$ cat src/rtl/i3c_ddr_pkg.sv
// Shared state encoding and CRC5 constants for the I3C HDR-DDR receive path.
package i3c_ddr_pkg;

  localparam int CRC5_WIDTH = 5;
  localparam logic [CRC5_WIDTH-1:0] CRC5_SEED = 5'h1F;
  localparam logic [CRC5_WIDTH-1:0] CRC5_POLY = 5'h05;

  typedef enum logic [1:0] {
    ST_IDLE,
    ST_ACCUM,
    ST_SHIFT,
    ST_SERIAL
  } crc_state_e;

endpackage

$ cat src/rtl/crc5_step.sv
// One LFSR step of CRC5 (x^5+x^2+1): shift the register left and fold in a single data bit.
module crc5_step
  import i3c_ddr_pkg::*;
#(
  parameter logic [CRC5_WIDTH-1:0] POLY = CRC5_POLY
) (
  input  logic [CRC5_WIDTH-1:0] crc_in,
  input  logic                  bit_in,
  output logic [CRC5_WIDTH-1:0] crc_out
);

  logic fb;

  assign fb      = crc_in[CRC5_WIDTH-1] ^ bit_in;
  assign crc_out = {crc_in[CRC5_WIDTH-2:0], 1'b0} ^ (fb ? POLY : '0);

endmodule

$ cat src/rtl/ddr_crc5.sv
// HDR-DDR CRC5 engine: accumulates CRC5 over RX bytes, then replays it MSB first on SCL edges.
// Build option: define DDR_CRC5_PARALLEL_EN for the one-byte-per-cycle fold; default is bit-serial.
module ddr_crc5
  import i3c_ddr_pkg::*;
#(
  parameter logic [CRC5_WIDTH-1:0] CRC_SEED = CRC5_SEED,
  parameter logic [CRC5_WIDTH-1:0] CRC_POLY = CRC5_POLY
) (
  input  logic                  i_sys_clk,
  input  logic                  i_sys_rst,
  input  logic                  i_crc_en,
  input  logic [7:0]            i_crc_data,
  input  logic                  i_crc_data_valid,
  input  logic                  i_crc_last,
  input  logic                  i_sclgen_scl_pos_edge,
  input  logic                  i_sclgen_scl_neg_edge,
  output logic                  o_crc_ready,
  output logic                  o_crc_value,
  output logic                  o_crc_valid,
  output logic [CRC5_WIDTH-1:0] o_crc_result
);

  crc_state_e            state_q, state_d;
  logic [CRC5_WIDTH-1:0] crc_q, crc_d;
  logic [CRC5_WIDTH-1:0] fold_out;
  logic [2:0]            idx_q, idx_d;
  logic                  scl_edge;
  logic                  load_result;

  // Both SCL edges carry a bit in DDR; a coincident pair still counts as one.
  assign scl_edge = i_sclgen_scl_pos_edge | i_sclgen_scl_neg_edge;

`ifdef DDR_CRC5_PARALLEL_EN
  for (genvar i = 0; i < 8; i++) begin : g_fold
    logic [CRC5_WIDTH-1:0] c_in;
    logic [CRC5_WIDTH-1:0] c_out;
    if (i == 0) begin : g_first
      assign c_in = crc_q;
    end else begin : g_next
      assign c_in = g_fold[i-1].c_out;
    end
    crc5_step #(.POLY(CRC_POLY)) u_step (
      .crc_in (c_in),
      .bit_in (i_crc_data[7-i]),
      .crc_out(c_out)
    );
  end
  assign fold_out = g_fold[7].c_out;
`else
  logic [7:0] byte_q, byte_d;
  logic       last_q, last_d;
  logic [2:0] cnt_q, cnt_d;

  crc5_step #(.POLY(CRC_POLY)) u_step (
    .crc_in (crc_q),
    .bit_in (byte_q[7]),
    .crc_out(fold_out)
  );
`endif

  always_comb begin
    state_d     = state_q;
    crc_d       = crc_q;
    idx_d       = idx_q;
    o_crc_ready = 1'b0;
    o_crc_valid = 1'b0;
    o_crc_value = 1'b0;
`ifndef DDR_CRC5_PARALLEL_EN
    byte_d      = byte_q;
    last_d      = last_q;
    cnt_d       = cnt_q;
`endif
    case (state_q)
      ST_IDLE: begin
        o_crc_ready = i_crc_en;
        crc_d       = CRC_SEED;
        if (i_crc_en) state_d = ST_ACCUM;
      end
      ST_ACCUM: o_crc_ready = 1'b1;
`ifndef DDR_CRC5_PARALLEL_EN
      ST_SHIFT: begin
        crc_d  = fold_out;
        byte_d = {byte_q[6:0], 1'b0};
        cnt_d  = cnt_q + 3'd1;
        if (cnt_q == 3'd7) state_d = last_q ? ST_SERIAL : ST_ACCUM;
      end
`endif
      ST_SERIAL: begin
        o_crc_valid = 1'b1;
        o_crc_value = o_crc_result[idx_q];
        if (scl_edge) begin
          idx_d = idx_q - 3'd1;
          if (idx_q == 3'd0) begin
            state_d = ST_IDLE;
            crc_d   = CRC_SEED;
          end
        end
      end
      default: state_d = ST_IDLE;
    endcase

    // Ready is forced low while reset is held so outputs read cleared during reset.
    o_crc_ready = o_crc_ready & i_sys_rst;

    if (o_crc_ready && i_crc_data_valid) begin
`ifdef DDR_CRC5_PARALLEL_EN
      crc_d   = fold_out;
      state_d = i_crc_last ? ST_SERIAL : ST_ACCUM;
`else
      byte_d  = i_crc_data;
      last_d  = i_crc_last;
      cnt_d   = 3'd0;
      state_d = ST_SHIFT;
`endif
    end

    if (state_d == ST_SERIAL && state_q != ST_SERIAL) idx_d = 3'd4;

    if (!i_crc_en) begin
      state_d = ST_IDLE;
      crc_d   = CRC_SEED;
    end

    load_result = (state_d == ST_SERIAL) && (state_q != ST_SERIAL);
  end

  always_ff @(posedge i_sys_clk or negedge i_sys_rst) begin
    if (!i_sys_rst) begin
      state_q      <= ST_IDLE;
      crc_q        <= CRC_SEED;
      idx_q        <= 3'd0;
      o_crc_result <= '0;
`ifndef DDR_CRC5_PARALLEL_EN
      byte_q       <= 8'h00;
      last_q       <= 1'b0;
      cnt_q        <= 3'd0;
`endif
    end else begin
      state_q <= state_d;
      crc_q   <= crc_d;
      idx_q   <= idx_d;
      if (load_result) o_crc_result <= crc_d;
`ifndef DDR_CRC5_PARALLEL_EN
      byte_q  <= byte_d;
      last_q  <= last_d;
      cnt_q   <= cnt_d;
`endif
    end
  end

endmodule

$ cat config.mk
export PLATFORM = sky130hd
export DESIGN_NAME = ddr_crc5
export DESIGN_NICKNAME = d
export VERILOG_FILES = /design/src/rtl/i3c_ddr_pkg.sv /design/src/rtl/crc5_step.sv /design/src/rtl/ddr_crc5.sv
export SDC_FILE = /design/constraint.sdc
export NUM_CORES = 1
export LEC_CHECK = 0
export CAP_MARGIN = 40
export CORE_UTILIZATION = 35
export DETAILED_ROUTE_END_ITERATION = 10
export DONT_BUFFER_PORTS = 1
export GPL_TIMING_DRIVEN = 1
export HOLD_SLACK_MARGIN = 0.1
export SYNTH_ARGS = -nofsm -noshare
export SYNTH_HDL_FRONTEND = slang
export SYNTH_SLANG_ARGS = --single-unit
$ cat constraint.sdc
create_clock -name i_sys_clk -period 2.21 [get_ports i_sys_clk]
set_input_delay 0.1105 -clock i_sys_clk [delete_from_list [all_inputs] [get_ports i_sys_clk]]
set_output_delay 0.1105 -clock i_sys_clk [all_outputs]
set_load 0.02 [all_outputs]
; ---- Word-level counts from Yosys, hierarchy flattened
; Index checks and enable logic that the tools add are counted.
[word_totals]
output_inout_bits = 8
regBits = 27
input_bits = 15
wordCells = 55
[op_classes]
magnitude_cmp = 1
reduce_logical = 9
bitwise_logic = 4
add_sub_neg = 2
muxes = 25
n_eq_ne = 7
[ops]
columns = cell, count
row1 = two-way mux 3 bit, 6
row2 = two-way mux 8 bit, 2
row3 = two-way mux 5 bit, 3
row4 = one-hot mux 5 bit (3 select lines), 1
row5 = two-way mux 2 bit, 7
row6 = "equality test 2 bit, second input constant", 4
row7 = one-hot mux 2 bit (3 select lines), 1
row8 = nonzero test 2 bit, 3
row9 = bitwise XOR 5 bit, 1
row10 = "< comparator 3 x 4 -> 1 bit, second input constant", 1
row11 = "adder 3 x 1 -> 3 bit, second input constant", 1
row12 = binary-select mux 1 bit (select 3 bit), 1
row13 = "equality test 3 bit, second input constant", 1
row14 = logical AND 1 bit, 3
row15 = zero test 3 bit, 1
row16 = two-way mux 1 bit, 3
row17 = "subtractor 3 x 1 -> 3 bit, second input constant", 1
row18 = "equality test 2 x 1 -> 1 bit, second input constant", 1
row19 = zero test 2 bit, 1
row20 = "inequality test 2 bit, second input constant", 1
row21 = one-hot mux 1 bit (2 select lines), 1
row22 = AND reduction 2 bit, 1
row23 = AND 1 bit, 1
row24 = bitwise OR 1 bit, 1
row25 = bitwise XOR 1 bit, 1

; ---- Longest topological paths before layout
[depth]
word_depth = 9
depth_mapped = 6
depth_no_buf = 5

; ---- Hierarchy
; Synthesis repeated with hierarchy kept, for this count alone.
[hier_totals]
hier_cells = 132
hier_area_um2 = 1425.1
[by_module_without_submodules]
columns = module, cells_each, seq_area_each_um2, area_per_inst_um2, instances
row1 = ddr_crc5, 126, 681.9, 1362.6, 1
row2 = crc5_step, 6, 0.0, 62.6, 1

; ---- Worst setup path before layout
; No wires, ideal clock.
[synth_path]
path_kind = register to register
start = register cnt_q[0]
end = register o_crc_result[0]
arrival_time_ns = 1.528
setup_slack_ns = 0.554
synth_period_minus_slack_ns = 1.656
path_stages_with_launch = 7
setup_time_ns = 0.128
required_time_ns = 2.082
n_path_buf = 1
path_cell_list = dfrtp_1 ha_1 ha_1 nand4b_1 or2_1 clkbuf_1 mux2_1
[synth_via]
elab_chain_len = 7
[synth_rtl]
columns = element, line_no
row1 = start: declaration, ddr_crc5.sv:52  ; logic [2:0] cnt_q, cnt_d;
row2 = start signal: assignment, ddr_crc5.sv:146  ; cnt_q <= cnt_d;
row3 = equality test 3 bit, ddr_crc5.sv:85  ; if (cnt_q == 3'd7) state_d = last_q ? ST_SERIAL : ST_ACCUM;
row4 = two-way mux 2 bit, ddr_crc5.sv:85
row5 = one-hot mux 2 bit (3 select lines), ddr_crc5.sv:73  ; case (state_q)
row6 = two-way mux 2 bit, ddr_crc5.sv:105  ; if (o_crc_ready && i_crc_data_valid) begin
row7 = two-way mux 2 bit, ddr_crc5.sv:119  ; if (!i_crc_en) begin
row8 = equality test 2 bit, ddr_crc5.sv:124  ; load_result = (state_d == ST_SERIAL) && (state_q != ST_SERIAL);
row9 = logical AND 1 bit, ddr_crc5.sv:124
row10 = end signal: assignment, ddr_crc5.sv:142  ; if (load_result) o_crc_result <= crc_d;
row11 = end: declaration, ddr_crc5.sv:20  ; output logic [CRC5_WIDTH-1:0] o_crc_result
; Every way passes these cells.
; A chain may end at the register's enable or synchronous reset.

; ---- Worst setup path in the final report
[layout_path]
start = register state_q[1]
end = register last_q
[layout_via]
elab_chain_len = 4
elab_cells_between_ends = 5
cone_classes = eq/ne (1) / mux (1) / bitwise (1) / reduce/logical (2)
[layout_rtl]
columns = element, line_no
row1 = start: declaration, ddr_crc5.sv:23  ; crc_state_e state_q, state_d;
row2 = start signal: assignment, ddr_crc5.sv:139  ; state_q <= state_d;
row3 = equality test 2 x 1 -> 1 bit or zero test 2 bit (tied branches), ddr_crc5.sv:73
row4 = one-hot mux 1 bit (2 select lines) *, ddr_crc5.sv:73
row5 = AND 1 bit *, ddr_crc5.sv:103  ; o_crc_ready = o_crc_ready & i_sys_rst;
row6 = logical AND 1 bit *, ddr_crc5.sv:105
row7 = end signal: assignment, ddr_crc5.sv:145  ; last_q <= last_d;
row8 = end: declaration, ddr_crc5.sv:51  ; logic last_q, last_d;
; Every way passes the cells marked *; elsewhere a longest branch is shown, timed or not.

==> reports/qor.csv <==
metric;value;unit
number of detailed-route iterations in the first pass;4;
distinct cell type count after synthesis;42;
share of layout cells above drive strength 1;15.22;%
DIE HEIGHT;64.97;um
critical register-to-register path startpoint;state_q[1];
number of buffer and inverter instances along the worst setup path;0;
cell count after placement;169;
post-synthesis sequential area ratio;49.14;%
most frequent cell after synthesis;sky130_fd_sc_hd__dfrtp_1;
detailed router's first-iteration violation count;34;
number of nets in the layout;158;
clock latency at the later pin of the worst-skew pair;0.27;ns
post-synthesis async set-or-reset flop share;100.0;%
maximum frequency from static timing analysis;0.5688;GHz
Top Ports;23;
global-route wire length before repair;4754;um
clock-pin slew reported for the worst setup and hold paths after clock tree synthesis;0.09;ns
post-synthesis instance area;0.001388;mm2
endpoint arrival time on the critical path;1.92;ns
gpl congestion;0.7156;
Post-CTS Setup Inserts;0;
number of nets produced by synthesis;147;
post-route fraction of the period consumed by the critical path;79.55;%
internal power;847.3;uW
Worst setup EP type;flop;
worst reg2reg setup slack;0.45;ns
Post-synth top cells;sky130_fd_sc_hd__dfrtp_1, sky130_fd_sc_hd__o21ai_0, sky130_fd_sc_hd__nand2_1;
Placement Cell Area;0.001405;mm2
via count of the first global-routing pass;1027;
total wire length after detailed routing;2824;um
Critical Path Source Type;flop;
via count;1002;
Sw Ratio;30.30;%
power per standard cell area;763.8;mW/mm2
logic gate share of total power;22.1;%
cell type of the slowest stage on the worst timing path;sky130_fd_sc_hd__dfrtp_1;
relative slew slack;62.46;%
Finished Layout Cells;186;
endpoints failing hold;0;
grt total ovfl;0;
R2R depth;3;
largest fanout of any net on the critical path;16;
clock skew after layout;0.004952;ns
top cells by area, synth;sky130_fd_sc_hd__dfrtp_1, sky130_fd_sc_hd__dfstp_2, sky130_fd_sc_hd__o21ai_0, sky130_fd_sc_hd__a311oi_1, sky130_fd_sc_hd__ha_1;
Worst Hold Depth;2;
initial core utilization;37.07;%
per-instance average area after synthesis;10.84;um2
root buf cell;sky130_fd_sc_hd__clkbuf_8;
Longest Clk Path Bufs;2;
clock share of power;22.4;%
number of warnings printed during yosys synthesis;0;
number of cells on the critical path;3;
largest net degree at the start of global routing;28;
all-layer global routing usage;14.69;%
series of cell instances along the critical path;nor2b_1 > and3_4 > mux2_2;
end of the worst register-to-register path;last_q;
post-synthesis cell count;128;
worst slew pin tran;0.5605;ns
leakage power of the design;0.0006759;uW
count of inserted antenna diode cells;0;
peak supply drop;0.0004266;V
FP Rows;22;
Avg Vias per Cell;5.387;
Post-route DRC;0;
area of the placeable core;0.003744;mm2
type of the setup path with the least slack;reg2reg;
routed length per placed instance;15.18;um
worst hold endpoint;idx_q[0];
post-route ant nets;0;
critical path required time;2.37;ns
prevailing post-synth register cell;sky130_fd_sc_hd__dfrtp_1;
portion of total power attributed to sequential cells;55.4;%
CTS tree;yes;
max-slew violation count;0;
number of sinks handled by clock tree synthesis;27;
MaxCap Viol Count;0;
overall power consumption;1216;uW
number of flops mapped to enable cells by yosys;0;
H-tree levels;1;
relative area change from synthesis to final layout;14.70;%
cell type contributing the most total cell area after synthesis;sky130_fd_sc_hd__dfrtp_1;
initial antenna violation count;0;
Finished Cell Area;0.001592;mm2
Hold WS;0.1346;ns
status;complete, no violations;
delay of the slowest cell on the worst path;0.56;ns
number of port buffers;0;
Hold Path Class;in2reg;
RSZ-0062 raised after global routing;no;
FF+latch count, synth;27;
share of the synthesized area in the top cell type;39.68;%
width of the die;64.97;um
Period minus WS final;1.758;ns
CP delay by family, top;simple AND/OR/NAND/NOR gates;
Switching Power;368.4;uW
half-perimeter wire length after placement;1939;um
die footprint;0.004220;mm2
final count of negative-setup-slack endpoints;0;
launch instance of the worst min-delay path;i_sclgen_scl_pos_edge;
total negative slack;0;ns
clock buffers created by TritonCTS;3;
## flip-flops by register name, indices dropped and copies added, names as in the netlist
| signal | cells |
|---|---|
| crc_q | 5 |
| o_crc_result | 5 |
| last_q | 1 |
| byte_q | 8 |
| idx_q | 3 |
| cnt_q | 3 |
| state_q | 2 |
## power groups by stage
stage               clock network (uW)  registers, uW  logic, uW
floorplan                            0            652        212
global placement                     0            679        230
detailed placement                   0            682        239
CTS                                284            675        271
global route                       307            688        310
finish                             273            674        269
## per-stage QoR
step,worst slack (ns),utilization (%)
after floorplan,0.5543,-
after global placement,0.5228,37.53
after detailed placement,0.4905,37.53
after CTS,0.4555,42.51
after global routing,0.3380,42.51
final,0.4520,42.51
## cell families (layout without fill, tap and decap cells)
kind of cell             after synthesis  count (layout)  share of synthesized area (%)
buffers and inverters                 14              24                          5.229
AND/OR/NAND/NOR                       38              38                          15.87
XOR/XNOR                               3               3                          1.894
multiplexers                           9               9                          6.943
flip-flops                            27              27                          49.14
AO/OA/AOI/OAI                         33              33                          17.31
adder cells (fa/ha/maj)                4               4                          3.607
## layer usage
layer  GRT usage (%)  up-vias  part of all wire, %
li1                -      486                    -
met1           19.49      482                   46
met2           24.48       32                   48
met3           3.873        2                  5.7
met4           1.667        0                 0.50
met5               0        -                    0
## cell type report
type                            count  area, um2
Clock buffer                        3      41.29
Clock inverter                      1      5.005
Fill cell                         378       2152
Inverter                            6      22.52
Multi-Input combinational cell     87      633.1
Sequential cell                    27      681.9
Tap cell                           48      60.06
Timing Repair Buffer               14      147.6
## cell usage in the layout (no fill, tap or decap), types with 2 or more instances in the layout
master                          count
sky130_fd_sc_hd__mux2i_1            4
sky130_fd_sc_hd__nand3b_1           2
sky130_fd_sc_hd__dfrtp_1           22
sky130_fd_sc_hd__xor2_1             2
sky130_fd_sc_hd__mux2_1             4
sky130_fd_sc_hd__nor2_1             6
sky130_fd_sc_hd__nand4_1            2
sky130_fd_sc_hd__nand2_1            7
sky130_fd_sc_hd__a31o_2             2
sky130_fd_sc_hd__clkbuf_8           3
sky130_fd_sc_hd__and2_1             6
sky130_fd_sc_hd__nand3_1            2
sky130_fd_sc_hd__inv_1              6
sky130_fd_sc_hd__a221o_1            4
sky130_fd_sc_hd__dfstp_2            5
sky130_fd_sc_hd__o21ai_0           12
sky130_fd_sc_hd__ha_1               4
sky130_fd_sc_hd__nor2b_1            3
sky130_fd_sc_hd__dlygate4sd3_1     12
sky130_fd_sc_hd__a311oi_1           6
sky130_fd_sc_hd__a21oi_1            2
sky130_fd_sc_hd__a221o_2            2
## how the worst max path moves through the flow
stage	start	endpoint
after global placement	state_q[1]	last_q
after global routing	state_q[1]	last_q
after floorplan	cnt_q[0]	o_crc_result[0]
after detailed placement	state_q[1]	byte_q[2]
final	state_q[1]	last_q
after CTS	state_q[1]	byte_q[2]
## what timing repair did
action,CTS,global route
hold buffers,13,0
setup endpoints to repair,0,0
resized for setup,0,0
endpoints found under the hold margin,44,0
No activity file was read; power rests on OpenSTA's default activity.
